<file path="src/rtl/ser_frame_pkg.sv">
// Shared definitions for the serial frame receiver: receive-state encoding
// and the default frame geometry used by ser_frame_rx.
package ser_frame_pkg;

    // Default number of data bits carried by one frame.
    localparam int DATA_W_DEF       = 32'sd8;

    // Default number of clock cycles per serial bit (must be even, >= 2).
    localparam int CLKS_PER_BIT_DEF = 32'sd4;

    // Receive FSM states.
    typedef enum logic [2:0] {
        ST_IDLE  = 3'd0,  // line idle, waiting for a falling edge
        ST_START = 3'd1,  // half-bit wait to confirm the start bit
        ST_DATA  = 3'd2,  // sampling data bits at mid-bit
        ST_STOP  = 3'd3,  // sampling the stop bit
        ST_BREAK = 3'd4   // stop bit was low; wait for the line to return high
    } rx_state_e;

endpackage

</file>
<file path="src/rtl/sync_2ff.sv">
// Two-flop synchronizer for a single asynchronous input bit. Both flops
// reset to RST_VAL so the output shows a known level during reset.
module sync_2ff #(
    parameter logic RST_VAL = 1'b1
) (
    input  logic clk,
    input  logic rst_n,
    input  logic d,
    output logic q
);

    logic meta_r;
    logic sync_r;

    // Shift the asynchronous input through two flops to settle metastability
    always_ff @(posedge clk or negedge rst_n) begin
        if (!rst_n) begin
            meta_r <= RST_VAL;
            sync_r <= RST_VAL;
        end else begin
            meta_r <= d;
            sync_r <= meta_r;
        end
    end

    assign q = sync_r;

endmodule

</file>
<file path="src/rtl/ser_frame_rx.sv">
// Serial frame receiver: start bit, DATA_W data bits LSB first, stop bit.
// The line is synchronized, the start bit confirmed at mid-bit, data and
// stop bits sampled at mid-bit. A good frame is handed to a one-entry
// valid/ready output register; a frame arriving while that register is
// still occupied is dropped and reported with an overrun pulse.
module ser_frame_rx
    import ser_frame_pkg::*;
#(
    parameter int DATA_W       = DATA_W_DEF,
    parameter int CLKS_PER_BIT = CLKS_PER_BIT_DEF
) (
    input  logic              clk,
    input  logic              rst_n,
    input  logic              rx_in,
    input  logic              rx_ready,
    output logic [DATA_W-1:0] rx_data,
    output logic              rx_valid,
    output logic              frame_err,
    output logic              overrun
);

    // Timer counts cycles within one bit; counter indexes the data bit.
    localparam int TMR_W = $clog2(CLKS_PER_BIT);
    localparam int CNT_W = $clog2(DATA_W + 32'sd1);

    localparam logic [TMR_W-1:0] TMR_ZERO  = {TMR_W{1'b0}};
    localparam logic [TMR_W-1:0] TMR_ONE   = TMR_W'(1'b1);
    localparam logic [TMR_W-1:0] HALF_LAST = TMR_W'(CLKS_PER_BIT / 32'sd2 - 32'sd1);
    localparam logic [TMR_W-1:0] FULL_LAST = TMR_W'(CLKS_PER_BIT - 32'sd1);
    localparam logic [CNT_W-1:0] CNT_ZERO  = {CNT_W{1'b0}};
    localparam logic [CNT_W-1:0] CNT_ONE   = CNT_W'(1'b1);
    localparam logic [CNT_W-1:0] BIT_LAST  = CNT_W'(DATA_W - 32'sd1);

    logic              line_s;
    rx_state_e         state_r;
    rx_state_e         state_nxt_s;
    logic [TMR_W-1:0]  timer_r;
    logic [TMR_W-1:0]  timer_nxt_s;
    logic [CNT_W-1:0]  cnt_r;
    logic [CNT_W-1:0]  cnt_nxt_s;
    logic [DATA_W-1:0] shift_r;
    logic [DATA_W-1:0] shift_nxt_s;
    logic              deliver_s;
    logic              ferr_s;
    logic              done_r;
    logic [1:0]        settle_r;
    logic              armed_r;
    logic [DATA_W-1:0] rx_data_r;
    logic              rx_valid_r;
    logic              frame_err_r;
    logic              overrun_r;

    sync_2ff #(
        .RST_VAL (1'b1)
    ) u_sync (
        .clk   (clk),
        .rst_n (rst_n),
        .d     (rx_in),
        .q     (line_s)
    );

    // Arm start detection only once the synchronizer carries real samples
    // and the line has been seen idle-high; a frame cut by reset is ignored
    always_ff @(posedge clk or negedge rst_n) begin
        if (!rst_n) begin
            settle_r <= 2'b00;
            armed_r  <= 1'b0;
        end else begin
            settle_r <= {settle_r[0], 1'b1};
            if (settle_r[1] && line_s) begin
                armed_r <= 1'b1;
            end
        end
    end

    // Receive FSM state, bit timer, bit counter and shift register
    always_ff @(posedge clk or negedge rst_n) begin
        if (!rst_n) begin
            state_r <= ST_IDLE;
            timer_r <= TMR_ZERO;
            cnt_r   <= CNT_ZERO;
            shift_r <= {DATA_W{1'b0}};
            done_r  <= 1'b0;
        end else begin
            state_r <= state_nxt_s;
            timer_r <= timer_nxt_s;
            cnt_r   <= cnt_nxt_s;
            shift_r <= shift_nxt_s;
            done_r  <= deliver_s;
        end
    end

    // Next-state logic: mid-bit sampling driven by the bit timer
    always_comb begin
        state_nxt_s = state_r;
        timer_nxt_s = timer_r + TMR_ONE;
        cnt_nxt_s   = cnt_r;
        shift_nxt_s = shift_r;
        deliver_s   = 1'b0;
        ferr_s      = 1'b0;
        case (state_r)
            ST_IDLE: begin
                timer_nxt_s = TMR_ZERO;
                cnt_nxt_s   = CNT_ZERO;
                if (armed_r && !line_s) begin
                    state_nxt_s = ST_START;
                end else begin
                    state_nxt_s = ST_IDLE;
                end
            end
            ST_START: begin
                if (timer_r == HALF_LAST) begin
                    timer_nxt_s = TMR_ZERO;
                    if (!line_s) begin
                        state_nxt_s = ST_DATA;
                    end else begin
                        state_nxt_s = ST_IDLE;
                    end
                end else begin
                    state_nxt_s = ST_START;
                end
            end
            ST_DATA: begin
                if (timer_r == FULL_LAST) begin
                    timer_nxt_s = TMR_ZERO;
                    shift_nxt_s = {line_s, shift_r[DATA_W-1:1]};
                    if (cnt_r == BIT_LAST) begin
                        cnt_nxt_s   = CNT_ZERO;
                        state_nxt_s = ST_STOP;
                    end else begin
                        cnt_nxt_s   = cnt_r + CNT_ONE;
                        state_nxt_s = ST_DATA;
                    end
                end else begin
                    state_nxt_s = ST_DATA;
                end
            end
            ST_STOP: begin
                if (timer_r == FULL_LAST) begin
                    timer_nxt_s = TMR_ZERO;
                    if (line_s) begin
                        deliver_s   = 1'b1;
                        state_nxt_s = ST_IDLE;
                    end else begin
                        ferr_s      = 1'b1;
                        state_nxt_s = ST_BREAK;
                    end
                end else begin
                    state_nxt_s = ST_STOP;
                end
            end
            ST_BREAK: begin
                timer_nxt_s = TMR_ZERO;
                if (line_s) begin
                    state_nxt_s = ST_IDLE;
                end else begin
                    state_nxt_s = ST_BREAK;
                end
            end
            default: begin
                timer_nxt_s = TMR_ZERO;
                cnt_nxt_s   = CNT_ZERO;
                state_nxt_s = ST_IDLE;
            end
        endcase
    end

    // Output register: accept handshakes, load delivered words, flag drops
    always_ff @(posedge clk or negedge rst_n) begin
        if (!rst_n) begin
            rx_data_r   <= {DATA_W{1'b0}};
            rx_valid_r  <= 1'b0;
            frame_err_r <= 1'b0;
            overrun_r   <= 1'b0;
        end else begin
            frame_err_r <= ferr_s;
            overrun_r   <= 1'b0;
            if (done_r) begin
                if (rx_valid_r && !rx_ready) begin
                    overrun_r <= 1'b1;
                end else begin
                    rx_data_r  <= shift_r;
                    rx_valid_r <= 1'b1;
                end
            end else if (rx_valid_r && rx_ready) begin
                rx_valid_r <= 1'b0;
            end else begin
                rx_valid_r <= rx_valid_r;
            end
        end
    end

    assign rx_data   = rx_data_r;
    assign rx_valid  = rx_valid_r;
    assign frame_err = frame_err_r;
    assign overrun   = overrun_r;

endmodule

</file>
<file path="config.mk">
export PLATFORM = sky130hd
export DESIGN_NAME = ser_frame_rx
export DESIGN_NICKNAME = d
export VERILOG_FILES = /design/src/rtl/ser_frame_pkg.sv /design/src/rtl/sync_2ff.sv /design/src/rtl/ser_frame_rx.sv
export SDC_FILE = /design/constraint.sdc
export NUM_CORES = 1
export LEC_CHECK = 0
export ABC_AREA = 1
export ABC_CLOCK_PERIOD_IN_PS = 1700
export BUFFER_PORTS_ARGS = -buffer_cell sky130_fd_sc_hd__buf_2
export CORE_UTILIZATION = 40
export DETAILED_ROUTE_END_ITERATION = 6
export PLACE_DENSITY_LB_ADDON = 0.12
export SYNTH_ARGS = -nofsm -noshare
export SYNTH_HDL_FRONTEND = slang
export SYNTH_SLANG_ARGS = --single-unit
</file>
<file path="constraint.sdc">
create_clock -name clk -period 1.7 [get_ports clk]
set_clock_uncertainty 0.1 [all_clocks]
set_input_delay 0.17 -clock clk [delete_from_list [all_inputs] [get_ports clk]]
set_output_delay 0.17 -clock clk [all_outputs]
set_load 0.02 [all_outputs]
</file>
==> flow_summary.yaml, run 1 <==
clock_network:
  cts-root-buf: "clkbuf_8"
  clock_sinks: 34
  post_cts_resized: 0
  cts.reportedPaths.clkPinSlew_ns: 0.07
  cts_buffer_depth: 2
  cts_tree: "built"
  cts_buffers: 5
  htree_levels: 2
  insertion_delay_ns: 0.28
setup_path:
  critPathKind: "reg2reg"
  cp_data_arrival_time_ns: 1.42
  critical_path.max_fanout: 16
  end_kind: "flop"
  cp.required_ns: 1.75
  start_kind: "flop"
die:
  core_area_um2: 3470
  die_w_um: 63.4
  initial_core_util: 0.435
  io_pins: 15
  fp-row-count: 21
  dieArea_um2: 4030
  die_h_um: 63.4
synthesis:
  synth_nets: 169
  ys_types: 25
  ys_ff_latch: 34
  synth.cell_area_um2: 1510
  netlist_instances: 161
  synth_area_leaders: "dfrtp_1, nand2_1, o21ai_2"
  avgSynthCellArea_um2: 9.38
  synth_warnings: 0
  ys_seq_area_frac: 0.565
  yosys.area.top_type: "dfrtp_1"
  synth_top_area_share: 0.530
layout:
  area_growth_pct: 13.6
  final_area_um2: 1720
  n_antenna_cell: 0
  n_fill_cell: 348
  seq_area_um2: 853
  drive_gt1_frac: 0.225
  nets: 189
  mostFrequentLayoutCell: "nand2_1"
  multi_input_area_um2: 539
  final_cell_mix: "nand2_1, dfrtp_1, inv_1"
placed_design:
  place_area_um2: 1610
  pre_cts_slack_ns: 0.325
  hpwl_um: 1710
  portBuffers: 14
  gp_congestion: 0.803
grt:
  grtUsageTotal: 0.142
  grt_max_degree: 35
  antenna_found_initial: 0
  grt_pass1_vias: 1014
  grt_first_pass_wirelength_um: 4490
  gr-total-overflow: 0
detailed_routing:
  vias_per_cell: 4.58
  antenna_left: 0
  first_pass_iters: 4
  drt_wl_total_um: 2410
  drc: 0
  drt_iter0_drc: 34
  vias: 1045
  routedWlPerCell_um: 10.6
pwr:
  p_sw_frac: 0.332
  leakagePower_nw: 0.873
  seq_power_share: 0.483
  switchingPower_uw: 671
  pwr-share-comb: 0.242
  p_clk_frac: 0.275
  ir_worst_vdd_mv: 0.565
  intPower_mw: 1.35
  p_per_area_nw_per_um2: 1180
min_path:
  hold_class: "in2reg"
timing:
  drv_slew: 0
  fin_crit_sh: 0.801
  setup_viol: 0
  layout_min_cycle_time_ns: 1.36
  hold_viol: 0
  setup_tns_ns: 0
  setup_ws_ns: 0.337
  rsz0062_at_grt: "no"
  clock.fmax_ghz: 0.734
flow_run:
  max_cap_violations: 0
run_status:
  outcome: "finished, final reports clean"
[final cells by class]
cell class | instances | area share
well taps | 46 | 0.0336
flip-flops and latches | 34 | 0.497
clock inverters | 2 | 0.00584
clock buffers | 6 | 0.0423
inverters | 22 | 0.0496
multi-input cells | 101 | 0.314
repair buffers | 17 | 0.0569
[metal layers]
| metal | share of wire | global-route usage |
|---|---|---|
| met1 | 0.50 | 0.189 |
| met2 | 0.46 | 0.222 |
| met3 | 0.032 | 0.0380 |
| met4 | 0 | 0.0511 |
| met5 | 0 | 0 |
[per-stage QoR]
| stage | util | hold WS [ns] | instances | power (mW) |
|---|---|---|---|---|
| final | 0.495 | 0.0838 | 228 | 2.02 |
| after global routing | 0.495 | 0.107 | 228 | 2.17 |
| after CTS | 0.495 | 0.0727 | 228 | 2.05 |
| after detailed placement | 0.465 | 0.127 | 218 | 1.48 |
| after global placement | 0.465 | 0.118 | 218 | 1.46 |
| after floorplan | - | -0.226 | 161 | 1.38 |
[worst max-delay path: stages (launching register included)]
cell	delay [ns]
dfrtp_1	0.37
ha_1	0.38
nand2_4	0.21
nand2_1	0.12
o21ai_2	0.05
[cell families after synthesis]
group	Yosys count	synth area share
AOI/OAI and AO/OA	22	0.100
other	1	0.00248
buffers and inverters	26	0.0779
adders and majority gates	4	0.0331
and+or+nand+nor	74	0.221
DFF	34	0.565
[state kept, by name, summed over array words and instances (netlist names)]
| signal | count |
|---|---|
| u_sync.q | 1 |
| settle_r | 2 |
| cnt_r | 4 |
| rx_data | 8 |
| timer_r | 2 |
| state_r | 3 |
| u_sync.meta_r | 1 |
| rx_valid | 1 |
| frame_err | 1 |
| armed_r | 1 |
| overrun | 1 |
| done_r | 1 |
| shift_r | 8 |
[power by group through the flow]
stage / sequential, mW / combinational (mW) / clock (mW)
global route: 0.987 / 0.563 / 0.615
floorplan: 0.959 / 0.425 / 0
global placement: 0.987 / 0.477 / 0
detailed placement: 0.991 / 0.487 / 0
finish: 0.974 / 0.489 / 0.554
CTS: 0.976 / 0.494 / 0.576
[timing repair]
action / in CTS / in global routing
buffers inserted: 0 / 0
setup endpoints to repair: 0 / 0
hold endpoints to repair: 33 / 0
hold buffers: 2 / 0
[final timing paths]
| check | from | to | slack [ns] | depth (start not counted) |
|---|---|---|---|---|
| max reg2reg | timer_r[1] | shift_r[4] | 0.34 | 4 |
| max in group asynchronous | rst_n | u_sync.meta_r | 0.81 | 3 |
| min reg2reg | settle_r[0] | settle_r[1] | 0.25 | 0 |
| min in group asynchronous | rst_n | rx_data[1] | 0.35 | 3 |
| max | timer_r[1] | shift_r[4] | 0.34 | 4 |
| min | rx_ready | overrun | 0.08 | 4 |
[Yosys cell counts]
library cell and number:
inv_2 2, o31ai_1 1, nor2_1 15, nor3_1 1, nand2_2 2, nand2_4 2
o21ai_2 9, a21oi_1 1, dfrtp_1 32, o22ai_1 2, conb_1 1, ha_1 4
nand2_1 43, a21o_1 1, inv_4 1, buf_4 1, nor2_8 1, buf_2 1
nand4_1 5, o21ai_0 8, inv_1 19, dfstp_2 2, buf_8 1, clkbuf_2 1
nand3_1 5
Power figures use the tool's default switching activity.
==> inputs of run 2 (changes only) <==
--- a/config.mk
+++ b/config.mk
@@ -5,8 +5,8 @@
 export SDC_FILE = /design/constraint.sdc
 export NUM_CORES = 1
 export LEC_CHECK = 0
-export ABC_AREA = 1
-export ABC_CLOCK_PERIOD_IN_PS = 1700
+export ABC_AREA = 0
+export ABC_CLOCK_PERIOD_IN_PS = 1400
 export BUFFER_PORTS_ARGS = -buffer_cell sky130_fd_sc_hd__buf_2
 export CORE_UTILIZATION = 40
 export DETAILED_ROUTE_END_ITERATION = 6
==> constraint.sdc (replaced) <==
create_clock -name clk -period 1.4 [get_ports clk]
set_clock_uncertainty 0.1 [all_clocks]
set_input_delay 0.14 -clock clk [delete_from_list [all_inputs] [get_ports clk]]
set_output_delay 0.14 -clock clk [all_outputs]
set_load 0.02 [all_outputs]
==> flow_summary.yaml, run 2 <==
layout:
  mostFrequentLayoutCell: "dfrtp_1"
  final_cell_mix: "dfrtp_1, buf_4, buf_2"
  n_antenna_cell: 0
  drive_gt1_frac: 0.507
  area_growth_pct: 35.3
  nets: 159
die:
  io_pins: 15
  dieArea_um2: 3800
  fp-row-count: 21
  die_h_um: 61.6
  core_area_um2: 3360
  initial_core_util: 0.423
  die_w_um: 61.6
run_status:
  outcome: "finished with violations"
  violations: "negative setup slack"
setup_path:
  worstReg2RegEnd: "cnt_r[1]"
  critPathKind: "reg2reg"
  cp_data_arrival_time_ns: 1.58
  critical_path.max_fanout: 4
  reg2reg_slack_ns: -0.06
  critPathLaunch: "timer_r[0]"
  start_kind: "flop"
  end_kind: "flop"
  r2r_cells: 5
  r2r-start: "timer_r[0]"
  cp.required_ns: 1.52
detailed_routing:
  first_pass_iters: 4
  vias_per_cell: 4.87
  vias: 965
  antenna_left: 0
  drt_wl_total_um: 2720
  routedWlPerCell_um: 13.8
  drc: 0
  drt_iter0_drc: 32
grt:
  grt_max_degree: 20
  grt_pass1_vias: 953
  gr-total-overflow: 0
  grtUsageTotal: 0.166
  antenna_found_initial: 0
  grt_first_pass_wirelength_um: 4370
clock_network:
  cts_buffer_depth: 2
  cts_tree: "built"
  insertion_delay_ns: 0.33
  htree_levels: 2
  clock_sinks: 34
  cts.reportedPaths.clkPinSlew_ns: 0.10
  cts-root-buf: "clkbuf_4"
  cts_buffers: 5
placed_design:
  hpwl_um: 1830
  gp_congestion: 0.826
  portBuffers: 14
pwr:
  leakagePower_nw: 1.00
  ir_worst_vdd_mv: 0.854
  intPower_mw: 2.24
  seq_power_share: 0.393
  total_power_mw: 3.11
  pwr-share-comb: 0.306
  p_sw_frac: 0.280
  switchingPower_uw: 870
  p_clk_frac: 0.301
  p_per_area_nw_per_um2: 1610
min_path:
  holdPathEnd: "rx_valid"
  hold_class: "in2reg"
  min_from: "rx_ready"
  min_path_cells: 3
synthesis:
  ys_types: 32
  avgSynthCellArea_um2: 13.1
  synth_compound_area_frac: 0.0721
  synthXorXnorAreaFrac: 0
  synth_edf_count: 0
  yosysMostFrequentCell: "dfrtp_1"
  ys_ff_latch: 34
  synth_top_family_by_area: "multiplexers"
  netlist_instances: 109
  yosys.area.top_type: "dfrtp_1"
  synth-simple-area-share: 0.113
  synth_warnings: 0
  synth-async-reset-ratio: 1.00
  synthMuxAreaShare: 0.135
  synth_nets: 117
  synth_commonest_cells: "dfrtp_1, mux2_2, nor2_1"
  synth_top_area_share: 0.563
  synth.cell_area_um2: 1420
  synth_fa_ha_area_frac: 0.0352
  ys_seq_area_frac: 0.600
  synth_area_leaders: "dfrtp_1, mux2_2, dfstp_2"
  synth_flop_cell: "dfrtp_1"
timing:
  fin_crit_sh: 1.05
  drv_slew: 0
  setup_tns_ns: -0.210
  setup_viol: 8
  layout_min_cycle_time_ns: 1.46
  clock.fmax_ghz: 0.683
  hold_viol: 0
  setup_ws_ns: -0.0637
  rsz0062_at_grt: "yes"
flow_run:
  max_cap_violations: 0
run 2: per-layer routing:
| layer | share of wire | up-vias | global-route usage |
|---|---|---|---|
| met5 | 0 | - | 0 |
| met4 | 0.016 | 0 | 0.0794 |
| met3 | 0.037 | 6 | 0.0504 |
| met2 | 0.50 | 24 | 0.264 |
| met1 | 0.45 | 469 | 0.207 |
| li1 | - | 466 | - |
run 2: what timing repair did:
action	4_1_cts	5_1_grt
pin swaps	2	7
setup endpoints to repair	11	21
hold buffers	3	0
cloned	1	0
buffers inserted	2	4
hold endpoints to repair	34	0
resized for setup	4	10
run 2: final cells by class:
| cell class | instances | area (um^2) |
|---|---|---|
| clock buffers | 6 | 51.3 |
| clock inverters | 2 | 60.1 |
| fillers | 296 | 1440 |
| inverters | 7 | 26.3 |
| multi-input cells | 65 | 601 |
| flip-flops and latches | 34 | 855 |
| well taps | 46 | 57.6 |
| repair buffers | 38 | 274 |
run 2: how the worst max path moves through the flow:
stage	endpoint	cells past startpoint
floorplan	cnt_r[1]	5
global placement	cnt_r[1]	5
detailed placement	cnt_r[3]	4
CTS	state_r[0]	7
global route	state_r[0]	7
finish	cnt_r[1]	5
run 2: metrics by stage:
stage | area [um^2] | hold slack, ns | util | instances | worst slack [ns]
floorplan | 1470 | -0.256 | - | 109 | -0.0811
global placement | 1680 | -0.0224 | 0.500 | 180 | -0.0619
detailed placement | 1680 | -0.0213 | 0.500 | 180 | -0.0859
CTS | 1860 | 0.00175 | 0.553 | 194 | -0.0576
global route | 1920 | 0.0374 | 0.572 | 198 | -0.125
finish | 1920 | 0.0221 | 0.572 | 198 | -0.0637
run 2: logic make-up after synthesis:
family                   count (synthesis)
AO/OA/AOI/OAI                           15
flip-flops                              34
adder cells (fa/ha/maj)                  4
AND/OR/NAND/NOR                         27
other                                    1
buffers and inverters                   11
multiplexers                            17
run 2: critical path: stages (launching register included):
cell and delay (ns):
dfrtp_1 0.42, ha_4 0.19, nor2b_4 0.12, nor2_2 0.05, o21ai_2 0.17, mux2_4 0.31
run 2: power groups by stage:
stage                     Combinational (mW)  Clock (mW)  Sequential (mW)
after CTS                              0.820       0.954             1.23
final                                  0.952       0.934             1.22
after floorplan                        0.489           0             1.20
after global placement                 0.757           0             1.23
after global routing                    1.05        1.00             1.24
after detailed placement               0.778           0             1.23
